--- src/rtl/ad7768_cfg_seq.sv ---
`default_nettype none
// ad7768_cfg_seq: walks an external register table, issuing one write + readback SPI job per entry.
// Macro AD7768_CFG_SEQ_VERIFY_EN enables readback compare with bounded retry (default: readback ignored).
module ad7768_cfg_seq #(
  parameter int NUM_REGS    = 8,
  parameter int IDX_W       = 4,
  parameter int MAX_RETRY   = 2,
  parameter int TIMEOUT_CYC = 1023,
  parameter int TMR_W       = 10
) (
  input  logic             clk,
  input  logic             rst_n,
  input  logic             start,
  output logic [IDX_W-1:0] tbl_idx,
  input  logic [6:0]       tbl_addr,
  input  logic [7:0]       tbl_data,
  output logic             flag_sdo,
  output logic [7:0]       Addr1,
  output logic [7:0]       Addr2,
  output logic             ins1_RW,
  output logic             ins2_RW,
  output logic [7:0]       DATA_cmd1,
  output logic [7:0]       DATA_cmd2,
  input  logic             flag_end,
  input  logic [7:0]       sdo_data2,
  output logic             busy,
  output logic             done,
  output logic             err,
  output logic [IDX_W-1:0] err_idx,
  output logic [1:0]       err_code
);

  localparam int               RTY_W    = (MAX_RETRY < 1) ? 1 : $clog2(MAX_RETRY + 1);
  localparam logic [RTY_W-1:0] RTY_MAX  = RTY_W'(MAX_RETRY);
  localparam logic [IDX_W-1:0] LAST_IDX = IDX_W'(NUM_REGS - 1);
  localparam logic [TMR_W-1:0] TMO_LAST = TMR_W'(TIMEOUT_CYC - 1);

  typedef enum logic [2:0] {
    S_IDLE  = 3'd0,
    S_LOAD  = 3'd1,
    S_ISSUE = 3'd2,
    S_WAIT  = 3'd3,
    S_CHECK = 3'd4,
    S_DONE  = 3'd5,
    S_FAIL  = 3'd6
  } state_t;

  state_t           state;
  logic [RTY_W-1:0] retry;
  logic [TMR_W-1:0] timer;
  logic             rd_match;

`ifdef AD7768_CFG_SEQ_VERIFY_EN
  assign rd_match = (sdo_data2 == DATA_cmd1);
`else
  // Readback is not compared in this build; every completed job counts as a match.
  logic unused_rd;
  assign unused_rd = ^sdo_data2;
  assign rd_match  = 1'b1;
`endif

  always_ff @(posedge clk or negedge rst_n) begin
    if (!rst_n) begin
      state     <= S_IDLE;
      retry     <= '0;
      timer     <= '0;
      tbl_idx   <= '0;
      flag_sdo  <= 1'b0;
      Addr1     <= 8'h00;
      Addr2     <= 8'h00;
      ins1_RW   <= 1'b0;
      ins2_RW   <= 1'b0;
      DATA_cmd1 <= 8'h00;
      DATA_cmd2 <= 8'h00;
      busy      <= 1'b0;
      done      <= 1'b0;
      err       <= 1'b0;
      err_idx   <= '0;
      err_code  <= 2'b00;
    end else begin
      flag_sdo  <= 1'b0;
      ins1_RW   <= 1'b0;
      DATA_cmd2 <= 8'h00;
      case (state)
        S_IDLE, S_DONE, S_FAIL: begin
          if (start) begin
            tbl_idx  <= '0;
            retry    <= '0;
            done     <= 1'b0;
            err      <= 1'b0;
            err_code <= 2'b00;
            err_idx  <= '0;
            busy     <= 1'b1;
            ins2_RW  <= 1'b1;
            state    <= S_LOAD;
          end
        end
        S_LOAD: begin
          Addr1     <= {1'b0, tbl_addr};
          Addr2     <= {1'b0, tbl_addr};
          DATA_cmd1 <= tbl_data;
          ins2_RW   <= 1'b1;
          state     <= S_ISSUE;
        end
        S_ISSUE: begin
          flag_sdo <= 1'b1;
          timer    <= '0;
          state    <= S_WAIT;
        end
        S_WAIT: begin
          timer <= timer + 1'b1;
          // A completion arriving on the last allowed cycle still counts.
          if (flag_end) begin
            state <= S_CHECK;
          end else if (timer == TMO_LAST) begin
            err      <= 1'b1;
            err_code <= 2'b10;
            err_idx  <= tbl_idx;
            busy     <= 1'b0;
            ins2_RW  <= 1'b0;
            state    <= S_FAIL;
          end
        end
        S_CHECK: begin
          if (rd_match) begin
            if (tbl_idx == LAST_IDX) begin
              done    <= 1'b1;
              busy    <= 1'b0;
              ins2_RW <= 1'b0;
              state   <= S_DONE;
            end else begin
              tbl_idx <= tbl_idx + 1'b1;
              retry   <= '0;
              state   <= S_LOAD;
            end
          end else if (retry < RTY_MAX) begin
            retry <= retry + 1'b1;
            state <= S_LOAD;
          end else begin
            err      <= 1'b1;
            err_code <= 2'b01;
            err_idx  <= tbl_idx;
            busy     <= 1'b0;
            ins2_RW  <= 1'b0;
            state    <= S_FAIL;
          end
        end
        default: begin
          busy    <= 1'b0;
          ins2_RW <= 1'b0;
          state   <= S_IDLE;
        end
      endcase
    end
  end

endmodule
`default_nettype wire

--- config.mk ---
export PLATFORM = sky130hd
export DESIGN_NAME = ad7768_cfg_seq
export DESIGN_NICKNAME = d
export VERILOG_FILES = /design/src/rtl/ad7768_cfg_seq.sv
export SDC_FILE = /design/constraint.sdc
export NUM_CORES = 1
export LEC_CHECK = 0
export CAP_MARGIN = 10
export CORE_MARGIN = 4
export CORE_UTILIZATION = 48
export DETAILED_ROUTE_END_ITERATION = 6
export PLACE_DENSITY = 0.85
export REMOVE_ABC_BUFFERS = 1
export SYNTH_ARGS = -nofsm -noshare
export SYNTH_HDL_FRONTEND = slang
export SYNTH_SLANG_ARGS = --single-unit
export TNS_END_PERCENT = 30
--- constraint.sdc ---
create_clock -name clk -period 4.27 [get_ports clk]
set_clock_uncertainty 0.05 [all_clocks]
set_input_delay 0.427 -clock clk [delete_from_list [all_inputs] [get_ports clk]]
set_output_delay 0.427 -clock clk [all_outputs]
set_load 0.03 [all_outputs]
==> out/qor.yml <==
run_status:
  status: "finished clean"
finish:
  layout-drive-gt1-share_pct: 11.2
  diodes: 0
  finalNetCount: 281
  syn_to_final_growth_pct: 25.8
  layout.core_utilization_pct: 64.3
  fin_area_sq_um: 2660
setup_path:
  end_kind: "register"
  critPathLaunchType: "register"
  required_ns: 4.40
  r2r_end: "DATA_cmd1[5]"
  ff2ff_path_depth: 2
  path_cells: "nor3b_2 > mux2_2"
  path_class: "reg -> reg"
  r2r-start: "state[0]"
  crit_path_top_delay_cell: "nor3b_2"
  crit_arrival_ns: 2.43
  max_stage_delay_ns: 0.98
  cp_max_fo: 21
  r2r_setup_slack_ns: 1.97
logic_synthesis:
  yosysTopAreaCell: "dfrtp_1"
  synth_most_common_cell: "dfrtp_1"
  synth_flop_cell: "dfrtp_1"
  syn_inst: 206
  yosys_warnings: 0
  avgSynthCellArea_sq_um: 10.3
  synthTopCellsByCount: "41 x dfrtp_1, 23 x buf_4, 18 x nand2_1, 15 x mux2_2, 14 x o21ai_0"
  async_flop_share_pct: 100
  synth_area_sq_um: 2120
  synth_edf_count: 0
  synth-seq-area-share_pct: 48.5
  synth-seq-cells: 41
  yosys-top-cells-area: "dfrtp_1 48%, buf_4 8.2%, mux2_2 8.0%, o21ai_0 3.3%, nand2_1 3.2%"
  yosysTopAreaCellShare_pct: 48.5
  synth.distinct_cells: 40
sta:
  rsz0062_at_grt: "no"
  finalHoldViolations: 0
  fmax_mhz: 435
  slew_headroom_pct: 26.1
  slew_viol_final: 0
  period_minus_slack_ns: 2.30
  worstMarginPinSlew_ns: 1.10
  whs_ns: 0.217
  period_share_pct: 53.9
  tns_ns: 0
  setup_viol: 0
run:
  maxCapViolations: 0
detailed_routing:
  wire_per_inst_um: 15.0
  wl_um: 4530
  first_pass_iters: 4
  vias_per_cell: 5.32
  antenna_left: 0
  drt_first_iter_violations: 80
  via_count: 1600
  drc: 0
clocking:
  clock_latency_ns: 0.29
  cts.clk_slew.worst_paths_ns: 0.08
  clk_path_buf_depth: 2
  cts.repair.resized: 0
  postCtsSetupBuffers: 0
  tritoncts: "yes"
  cts_buffers: 5
  cts_hold_buf: 0
  cts_max_level: 2
  clockRootBuffer: "clkbuf_8"
  cts_sinks: 41
placed_design:
  post_dp_cell_area_sq_um: 2560
  gp_congestion: 0.806
  port_buffers: 54
  dp_hpwl_um: 3230
die:
  coreArea_sq_um: 4140
  initial_utilization_pct: 51.1
  dieArea_sq_um: 5530
  rows: 23
  ios: 75
  fp.dieH_um: 74.4
  die_w_um: 74.4
global_routing:
  grt-ovfl-total: 0
  grt_pass1_wl_um: 7180
  grt.total_usage_pct: 16.9
  grt_max_degree: 42
  grt_antenna_before_repair: 0
  first_global_vias: 1541
min_path:
  hp-class: "in -> async"
power_and_ir_drop:
  cellPowerDensity_nw_per_um2: 734
  leakage_nw: 1.16
  ir_worst_vdd_mv: 0.362
-- layout by cell type (no fill, tap or decap), drive strengths merged --
cell type      synthesis  final
a22o                   1      1
o21a                   2      2
nor2b                  2      2
dfrtp                 41     41
nand4                  3      3
mux2                  15     15
nor4                   3      3
nor2                  12     12
nand2b                 2      2
o22ai                  4      4
nand3b                 1      1
o211ai                 2      2
clkbuf                 2      5
buf                   25      1
xnor2                  4      4
o31ai                  2      2
a211o                  2      2
nor3b                  1      1
ha                     3      3
a21oi                  5      5
nand3                 11     11
and3                   2      2
or3                    1      1
inv                   11     11
a31oi                  1      1
o21ai                 15     15
conb                   1     12
nor3                   4      4
nand2                 19     19
xor2                   1      1
mux2i                  5      5
or2                    2      2
clkinv                 0      1
clkdlybuf4s50          0     53
o21bai                 1      1
bufinv                 0      1
-- worst max-delay path: cells and delay by family (launching register included) --
kind / cells / cell delay, ns
flops: 1 / 0.72
mux: 1 / 0.43
simple gates: 1 / 0.98
-- flip-flops by register name, summed over array words and instances (netlist names) --
signal     flops
timer         10
DATA_cmd1      8
Addr1          7
err_idx        4
tbl_idx        4
state          3
busy           1
done           1
err_code       1
flag_sdo       1
ins2_RW        1
-- metrics by stage --
stage,power (mW),instances,setup WS [ns]
detailed placement,1.66,294,1.97
global placement,1.63,294,1.98
CTS,1.97,301,1.96
global route,2.07,301,1.83
finish,1.95,301,1.97
floorplan,1.26,190,2.36
-- kinds of logic after synthesis --
family                   share of synthesized area [%]
XOR/XNOR                                          2.07
buffers and inverters                             11.2
other                                            0.177
AO/OA/AOI/OAI                                     9.93
flip-flops                                        48.5
adder cells (fa/ha/maj)                           1.77
AND/OR/NAND/NOR                                   16.0
multiplexers                                      10.3
-- power by group --
group / internal, mW / switching, mW
sequential: 0.517 / 0.149
combinational: 0.429 / 0.559
clock: 0.170 / 0.131
total: 1.12 / 0.839
-- area by class of cell --
type	count	area, sq um
multi-input combinational	138	893
inverter	11	41.3
clock buffer	5	68.8
fill	340	1480
clock inverter	2	35.0
timing repair buffer	54	536
tap	50	62.6
sequential	41	1030
-- how the worst max path moves through the flow --
stage	from	to	slack, ns	depth (start not counted)
2_1_floorplan	state[0]	Addr1[0]	2.36	2
3_3_place_gp	state[0]	Addr1[0]	1.98	2
3_5_place_dp	state[0]	DATA_cmd1[5]	1.97	2
4_1_cts	state[0]	DATA_cmd1[5]	1.96	2
5_1_grt	state[0]	DATA_cmd1[1]	1.83	2
6_report	state[0]	DATA_cmd1[5]	1.97	2
-- layer usage --
metal / vias to the layer above / global-route usage (%) / routed length, um
met4: 0 / 4.15 / 17
met1: 763 / 21.3 / 1900
li1: 773 / - / -
met3: 2 / 5.68 / 370
met2: 62 / 28.1 / 2230
met5: - / 0 / 0
Power figures use the tool's default switching activity.
